File: config.mk
export PLATFORM = sky130hd
export DESIGN_NAME = floo_route_lookup_arb
export DESIGN_NICKNAME = d
export VERILOG_FILES = /design/src/rtl/floo_route_lookup_arb.sv
export SDC_FILE = /design/constraint.sdc
export NUM_CORES = 1
export LEC_CHECK = 0
export ABC_AREA = 0
export CORE_AREA = 2 2 143 145
export DETAILED_ROUTE_END_ITERATION = 16
export DIE_AREA = 0 0 145 147
export GPL_ROUTABILITY_DRIVEN = 0
export GPL_TIMING_DRIVEN = 1
export PLACE_DENSITY = 0.57
export SYNTH_ARGS = -nofsm -noshare
export SYNTH_HDL_FRONTEND = slang
export SYNTH_SLANG_ARGS = --single-unit
File: constraint.sdc
create_clock -name clk_i -period 4.8 [get_ports clk_i]
set_clock_uncertainty 0.15 [all_clocks]
set_input_delay 1.44 -clock clk_i [delete_from_list [all_inputs] [get_ports clk_i]]
set_output_delay 1.44 -clock clk_i [all_outputs]
set_load 0.005 [all_outputs]
File: src/rtl/floo_route_lookup_arb.sv
// Round-robin arbiter that shares one combinational route-lookup unit among NumReq requesters.
// Each accepted request walks IDLE -> LOOKUP -> RESP and returns {idx, id, route, err}.
// Optional lookup/error counters are enabled by defining FLOO_ROUTE_LKP_STATS_EN.
module floo_route_lookup_arb #(
    parameter int unsigned NumReq     = 4,
    parameter int unsigned AddrWidth  = 48,
    parameter int unsigned IdWidth    = 8,
    parameter int unsigned RouteWidth = 16,
    localparam int unsigned IdxWidth  = $clog2(NumReq)
) (
    input  logic                        clk_i,
    input  logic                        rst_i,
    input  logic [NumReq-1:0]           req_valid_i,
    input  logic [NumReq*AddrWidth-1:0] req_addr_i,
    output logic [NumReq-1:0]           req_ready_o,
    output logic [AddrWidth-1:0]        lkp_addr_o,
    input  logic [IdWidth-1:0]          lkp_id_i,
    input  logic [RouteWidth-1:0]       lkp_route_i,
    input  logic                        lkp_err_i,
    output logic                        rsp_valid_o,
    input  logic                        rsp_ready_i,
    output logic [IdxWidth-1:0]         rsp_idx_o,
    output logic [IdWidth-1:0]          rsp_id_o,
    output logic [RouteWidth-1:0]       rsp_route_o,
    output logic                        rsp_err_o,
    output logic [31:0]                 stat_lkp_o,
    output logic [31:0]                 stat_err_o
);

    typedef enum logic [1:0] {StIdle, StLookup, StResp} state_e;

    state_e                state_q, state_d;
    logic [IdxWidth-1:0]   rr_ptr_q, rr_ptr_d;
    logic [AddrWidth-1:0]  addr_q, addr_d;
    logic [IdxWidth-1:0]   idx_q, idx_d;
    logic [IdWidth-1:0]    id_q, id_d;
    logic [RouteWidth-1:0] route_q, route_d;
    logic                  err_q, err_d;

    logic                  gnt_valid;
    logic [IdxWidth-1:0]   gnt_idx;
    logic                  accept;
    logic                  rsp_hs;

    // Round-robin search: lowest valid index at or above rr_ptr, wrapping to 0.
    always_comb begin
        int unsigned cand;
        cand      = 0;
        gnt_valid = 1'b0;
        gnt_idx   = '0;
        for (int unsigned k = 0; k < NumReq; k++) begin
            cand = (32'(rr_ptr_q) + k) % NumReq;
            if (!gnt_valid && req_valid_i[cand[IdxWidth-1:0]]) begin
                gnt_valid = 1'b1;
                gnt_idx   = cand[IdxWidth-1:0];
            end
        end
    end

    assign accept = (state_q == StIdle) && gnt_valid;
    assign rsp_hs = (state_q == StResp) && rsp_ready_i;

    // State register.
    always_ff @(posedge clk_i) begin
        if (rst_i) state_q <= StIdle;
        else       state_q <= state_d;
    end

    // Next-state logic.
    always_comb begin
        state_d = state_q;
        unique case (state_q)
            StIdle:   if (gnt_valid) state_d = StLookup;
            StLookup: state_d = StResp;
            StResp:   if (rsp_ready_i) state_d = StIdle;
            default:  state_d = StIdle;
        endcase
    end

    // FSM outputs; ready is masked during reset and never looks at rsp_ready_i.
    always_comb begin
        req_ready_o = '0;
        if (accept && !rst_i) req_ready_o[gnt_idx] = 1'b1;
        rsp_valid_o = (state_q == StResp);
        lkp_addr_o  = addr_q;
    end

    // Datapath next-state: latch grant on accept, lookup results at end of LOOKUP.
    always_comb begin
        rr_ptr_d = rr_ptr_q;
        addr_d   = addr_q;
        idx_d    = idx_q;
        id_d     = id_q;
        route_d  = route_q;
        err_d    = err_q;
        if (accept) begin
            addr_d   = req_addr_i[32'(gnt_idx)*AddrWidth +: AddrWidth];
            idx_d    = gnt_idx;
            rr_ptr_d = (32'(gnt_idx) == NumReq - 1) ? '0 : gnt_idx + 1'b1;
        end
        if (state_q == StLookup) begin
            id_d    = lkp_id_i;
            route_d = lkp_route_i;
            err_d   = lkp_err_i;
        end
    end

    // Datapath registers.
    always_ff @(posedge clk_i) begin
        if (rst_i) begin
            rr_ptr_q <= '0;
            addr_q   <= '0;
            idx_q    <= '0;
            id_q     <= '0;
            route_q  <= '0;
            err_q    <= 1'b0;
        end else begin
            rr_ptr_q <= rr_ptr_d;
            addr_q   <= addr_d;
            idx_q    <= idx_d;
            id_q     <= id_d;
            route_q  <= route_d;
            err_q    <= err_d;
        end
    end

    assign rsp_idx_o   = idx_q;
    assign rsp_id_o    = id_q;
    assign rsp_route_o = route_q;
    assign rsp_err_o   = err_q;

`ifdef FLOO_ROUTE_LKP_STATS_EN
    logic [31:0] lkp_cnt_q, lkp_cnt_d;
    logic [31:0] err_cnt_q, err_cnt_d;

    // Counters bump once per completed handshake and wrap naturally.
    always_comb begin
        lkp_cnt_d = lkp_cnt_q;
        err_cnt_d = err_cnt_q;
        if (rsp_hs) begin
            lkp_cnt_d = lkp_cnt_q + 32'd1;
            if (err_q) err_cnt_d = err_cnt_q + 32'd1;
        end
    end

    // Counter registers.
    always_ff @(posedge clk_i) begin
        if (rst_i) begin
            lkp_cnt_q <= '0;
            err_cnt_q <= '0;
        end else begin
            lkp_cnt_q <= lkp_cnt_d;
            err_cnt_q <= err_cnt_d;
        end
    end

    assign stat_lkp_o = lkp_cnt_q;
    assign stat_err_o = err_cnt_q;
`else
    logic unused_rsp_hs;
    assign unused_rsp_hs = rsp_hs;
    assign stat_lkp_o    = '0;
    assign stat_err_o    = '0;
`endif

endmodule

* Yosys cells after proc, flatten, opt, wreduce, memory -nomap -nowiden
Index checks and enable logic that the tools add are counted.
** Word-level totals
- Output and inout bits :: 144
- Logic and storage cells :: 59
- Bits in registers :: 79
** Cells by class
- Reduce and logical (&&, ||, !) cells :: 12
- Multiply operators :: 1
- Equal/unequal tests :: 5
- Magnitude comparators :: 6
- Shifts and indexed selects :: 1
- Multiplexer cells :: 23
- Add/sub/neg operators :: 4
** Operator list (number)
- variable part select 192 x 9 -> 48 bit :: 1
- < comparator 2 x 3 -> 1 bit (second input constant) :: 5
- 2-to-1 mux 2 bit :: 7
- 2-to-1 mux 1 bit :: 9
- binary-select mux 1 bit (select 2 bit) :: 4
- logical AND 1 bit :: 6
- one-hot mux 2 bit (3 select lines) :: 1
- adder 2 x 1 -> 2 bit (second input constant) :: 2
- adder 2 bit (second input constant) :: 2
- equality test 2 bit (second input constant) :: 2
- zero test 1 bit :: 4
- multiplier 2 x 2 -> 4 bit (second input constant) :: 1
- 2-to-1 mux 4 bit :: 1
- demux 1 bit (select 2 bit) :: 1
- equality test 2 x 1 -> 1 bit (second input constant) :: 1
- >= comparator 2 x 1 -> 1 bit (second input constant) :: 1
- zero test 2 bit :: 1
- != test 2 x 1 -> 1 bit (second input constant) :: 1
- != test 2 bit (second input constant) :: 1
- AND reduction 2 bit :: 1

* Logic depth before layout (Yosys ltp)
- Depth after elaboration :: 17
- Depth in mapped cells :: 11
- Depth with buffers taken out :: 8

* Worst setup path before layout
No wires, ideal clock.
- Kind :: input -> output
- Start :: input port req_valid_i[1]
- End :: output port req_ready_o[3]
- Slack :: 399 ps
- Cell stages on the path :: 9
- Data required time :: 3210 ps
- Arrival time :: 2811 ps
- Cell sequence :: buf_2 nor2b_1 nor2_1 o221ai_2 buf_4 buf_4 inv_1 ha_1 and2_1
** Between the ends
- Cells in the longest elaborated chain, start to end :: 17
- Elaborated cells between the ends (all ways) :: 30
** Ends and longest elaborated chain
- start, declared :: RTL line 13 : input logic [NumReq-1:0] req_valid_i,
- binary-select mux 1 bit (select 2 bit) :: RTL line 53 : if (!gnt_valid && req_valid_i[cand[IdxWidth-1:0]]) begin
- 2-to-1 mux 1 bit (not written as such) :: RTL line 53
- 2-to-1 mux 1 bit :: RTL line 53
- zero test 1 bit :: RTL line 53
- logical AND 1 bit :: RTL line 53
- 2-to-1 mux 1 bit :: RTL line 53
- zero test 1 bit :: RTL line 53
- logical AND 1 bit :: RTL line 53
- 2-to-1 mux 1 bit :: RTL line 53
- zero test 1 bit :: RTL line 53
- logical AND 1 bit :: RTL line 53
- 2-to-1 mux 2 bit :: RTL line 53
- < comparator 2 x 3 -> 1 bit (not written as such) / >= comparator 2 x 1 -> 1 bit (equally long branches) :: RTL line 83 : if (accept && !rst_i) req_ready_o[gnt_idx] = 1'b1;
- logical AND 1 bit (not written as such) :: RTL line 83
- 2-to-1 mux 1 bit (not written as such) :: RTL line 83
- demux 1 bit (select 2 bit) :: RTL line 83
- 2-to-1 mux 4 bit (*) :: RTL line 83
- end, declared :: RTL line 15 : output logic [NumReq-1:0] req_ready_o,
Every way passes the cells marked *; elsewhere a longest branch is shown, timed or not. The select of a mux whose other input is x is not followed.

* Worst setup path in the final report
- Start :: input port req_valid_i[2]
- End :: output port req_ready_o[3]
The elaborated chain is that of the path after synthesis.

==> flow_metrics.tcl <==
set metrics [dict create \
    drc 0 \
    die-area_um2 21300 \
    hold_viol_final 0 \
    postCtsHoldBufs 0 \
    cp-start-kind "input pin" \
    max_freq_mhz 212 \
    via_count 4423 \
    yosysTopAreaCell "dfxtp_1" \
    grt_pass1_wl_um 24600 \
    grt_overflow 0 \
    cts_tree "done" \
    critPathKind "in2out" \
    r2r_start "rr_ptr_q[0]$_SDFFE_PP0P_" \
    endpoint_kind "output port" \
    synth_most_common_cell "dfxtp_1" \
    grt_usage_pct 15.0 \
    yosysWarnings 0 \
    worst_ep_arrival_time_ns 3.12 \
    via_per_inst 4.35 \
    synth_cells 450 \
    cp.required_ns 3.21 \
    crit_fanout 4 \
    area_delta_synth_final_pct 84.5 \
    crit_chain "clkdlybuf4s50_1 > buf_4 > nor4_4 > nor4_4 > buf_4 > and2_1 > dlygate4sd2_1" \
    htreeDepth 3 \
    min-delay-start "rsp_route_o[13]$_SDFFE_PP0N_" \
    yosys_most_used_dff "dfxtp_1" \
    cts_inserted_buffers 9 \
    clk_latency_ns 0.34 \
    ir_worst_vdd_v 0.000164 \
    start_util_pct 20.6 \
    ys_seq_area_share_pct 38.7 \
    max_cap_violations 0 \
    fillers 2040 \
    slew_violations 0 \
    synth_top_area_share_pct 38.7 \
    p_leak_nw 2.97 \
    synth.area.top_cells "dfxtp_1 39%, buf_4 12%, a222oi_1 12%" \
    ys_ff_latch 79 \
    cp_slowest_stage_delay_ns 0.43 \
    clock_path_buffers 2 \
    final_layout_size_suffix_gt1_share_pct 5.64 \
    rows 52 \
    synth_area_um2 4080 \
    tightest_slew_ns 1.03 \
    fin_crit_sh_pct 98.2 \
    avgSynthCellArea_um2 9.07 \
    period_needed_ns 4.71 \
    core_area_um2 19800 \
    grt_max_degree 49 \
    synth_edf_count 0 \
    r2r_slack_ns 2.51 \
    portBuffers 303 \
    cellPowerDensity_nw_per_um2 326 \
    grt_pass1_vias 4367 \
    die_h_um 147 \
    first_iter_violations 286 \
    critPathLaunch "req_valid_i[2]" \
    cts_sinks 79 \
    grt_antenna_before_repair 1 \
    pin_count 368 \
    drtAntennaViolNets 0 \
    setup_violations 0 \
    min_path_type "reg2reg" \
    rsz0062_at_grt "no" \
    p_total_mw 2.45 \
    place_area_um2 7150 \
    crit_path_top_delay_cell "clkdlybuf4s50_1" \
    synth-async-reset-ratio_pct 0 \
    stdcell_area_um2 7530 \
    wirelength_um 16700 \
    status "completed" \
    cts_root_buf "clkbuf_16" \
    maxSlewHeadroom_pct 31.4 \
    die_width_um 145 \
    synthTopCellsByCount "79 x dfxtp_1, 66 x buf_4, 59 x nand2_1, 48 x a222oi_1, 48 x mux2i_1" \
    wl_per_cell_um 16.4 \
    synth_cell_types 27 \
    fin_tns_setup_ns 0 \
    nets 965 \
    clkTransAtPathRegs_ns 0.06 \
    drt_pass1_iterations 6 \
    dpl.hpwl_um 12100 \
]
-- where the power goes --
group          internal [mW]  switching (mW)
logic                  0.481           0.319
registers              0.761          0.0652
clock network          0.527           0.300
-- path summary, 6_finish.rpt --
check	to	cells after the start
setup / recovery	req_ready_o[3]	7
hold / removal	rsp_route_o[13]$_SDFFE_PP0N_	2
setup reg to reg	lkp_addr_o[36]$_SDFFE_PP0P_	6
hold reg to reg	rsp_route_o[13]$_SDFFE_PP0N_	2
-- worst max-delay path: cells and delay by family --
| kind | cells | cell delay (ns) |
|---|---|---|
| simple gates | 3 | 0.66 |
| buf+inv | 4 | 1.02 |
-- logic make-up (layout without fill, tap and decap cells) --
logic type      Yosys count  count (layout)  share of synthesized area [%]
compound gates          135             135                           23.0
buf+inv                 103             335                           16.6
simple gates             83              83                           9.41
flops                    79              79                           38.7
mux                      48              48                           11.8
fa+ha+maj                 1               1                          0.307
other cells               1              65                         0.0919
-- routing by layer --
| layer | GRT usage [%] | part of all wire (%) |
|---|---|---|
| met5 | 0 | 0.078 |
| met4 | 4.70 | 1.6 |
| met3 | 5.43 | 8.9 |
| met2 | 25.8 | 50 |
| met1 | 17.4 | 40 |
-- cells in the final DEF, fill, tap and decap left out, drive strengths merged, types with 4 or more instances in the layout --
cell type / synthesis / routed
nand2: 59 / 59
o21ai: 52 / 52
nor2: 6 / 6
conb: 1 / 64
mux2i: 48 / 48
nor2b: 7 / 7
a222oi: 48 / 48
clkdlybuf4s50: 0 / 299
buf: 83 / 15
clkbuf: 19 / 10
dfxtp: 79 / 79
dlygate4sd2: 0 / 4
a21oi: 31 / 31
-- state kept, by name, indices dropped and copies added, names as in the netlist --
name and flops:
lkp_addr_o 48, rr_ptr_q 2, rsp_err_o 1, rsp_id_o 8
rsp_idx_o 2, rsp_route_o 16, state_q 2
-- stage by stage --
step | utilization, % | cells | hold slack, ns | worst slack, ns
floorplan | - | 513 | 0.303 | 0.399
detailed placement | 36.0 | 997 | 0.297 | -0.121
global placement | 36.0 | 997 | 0.293 | -0.116
global route | 37.9 | 1015 | 0.323 | 0.00698
CTS | 37.9 | 1015 | 0.306 | 0.103
finish | 37.9 | 1016 | 0.303 | 0.0872
-- repair_timing --
item | in CTS | in global routing
resized for setup | 9 | 0
buffers inserted | 2 | 0
setup endpoints to repair | 3 | 0
-- layout make-up --
| type | count | area [µm²] | area share (%) |
|---|---|---|---|
| flip-flops and latches | 79 | 1580 | 21.0 |
| repair buffers | 318 | 3160 | 41.9 |
| clock buffers | 10 | 239 | 3.17 |
| clock inverters | 6 | 116 | 1.55 |
| inverters | 1 | 3.75 | 0.0499 |
| diodes | 1 | 2.50 | 0.0332 |
| multi-input cells | 331 | 2090 | 27.8 |
| well taps | 270 | 338 | 4.49 |
Power figures use the tool's default switching activity.
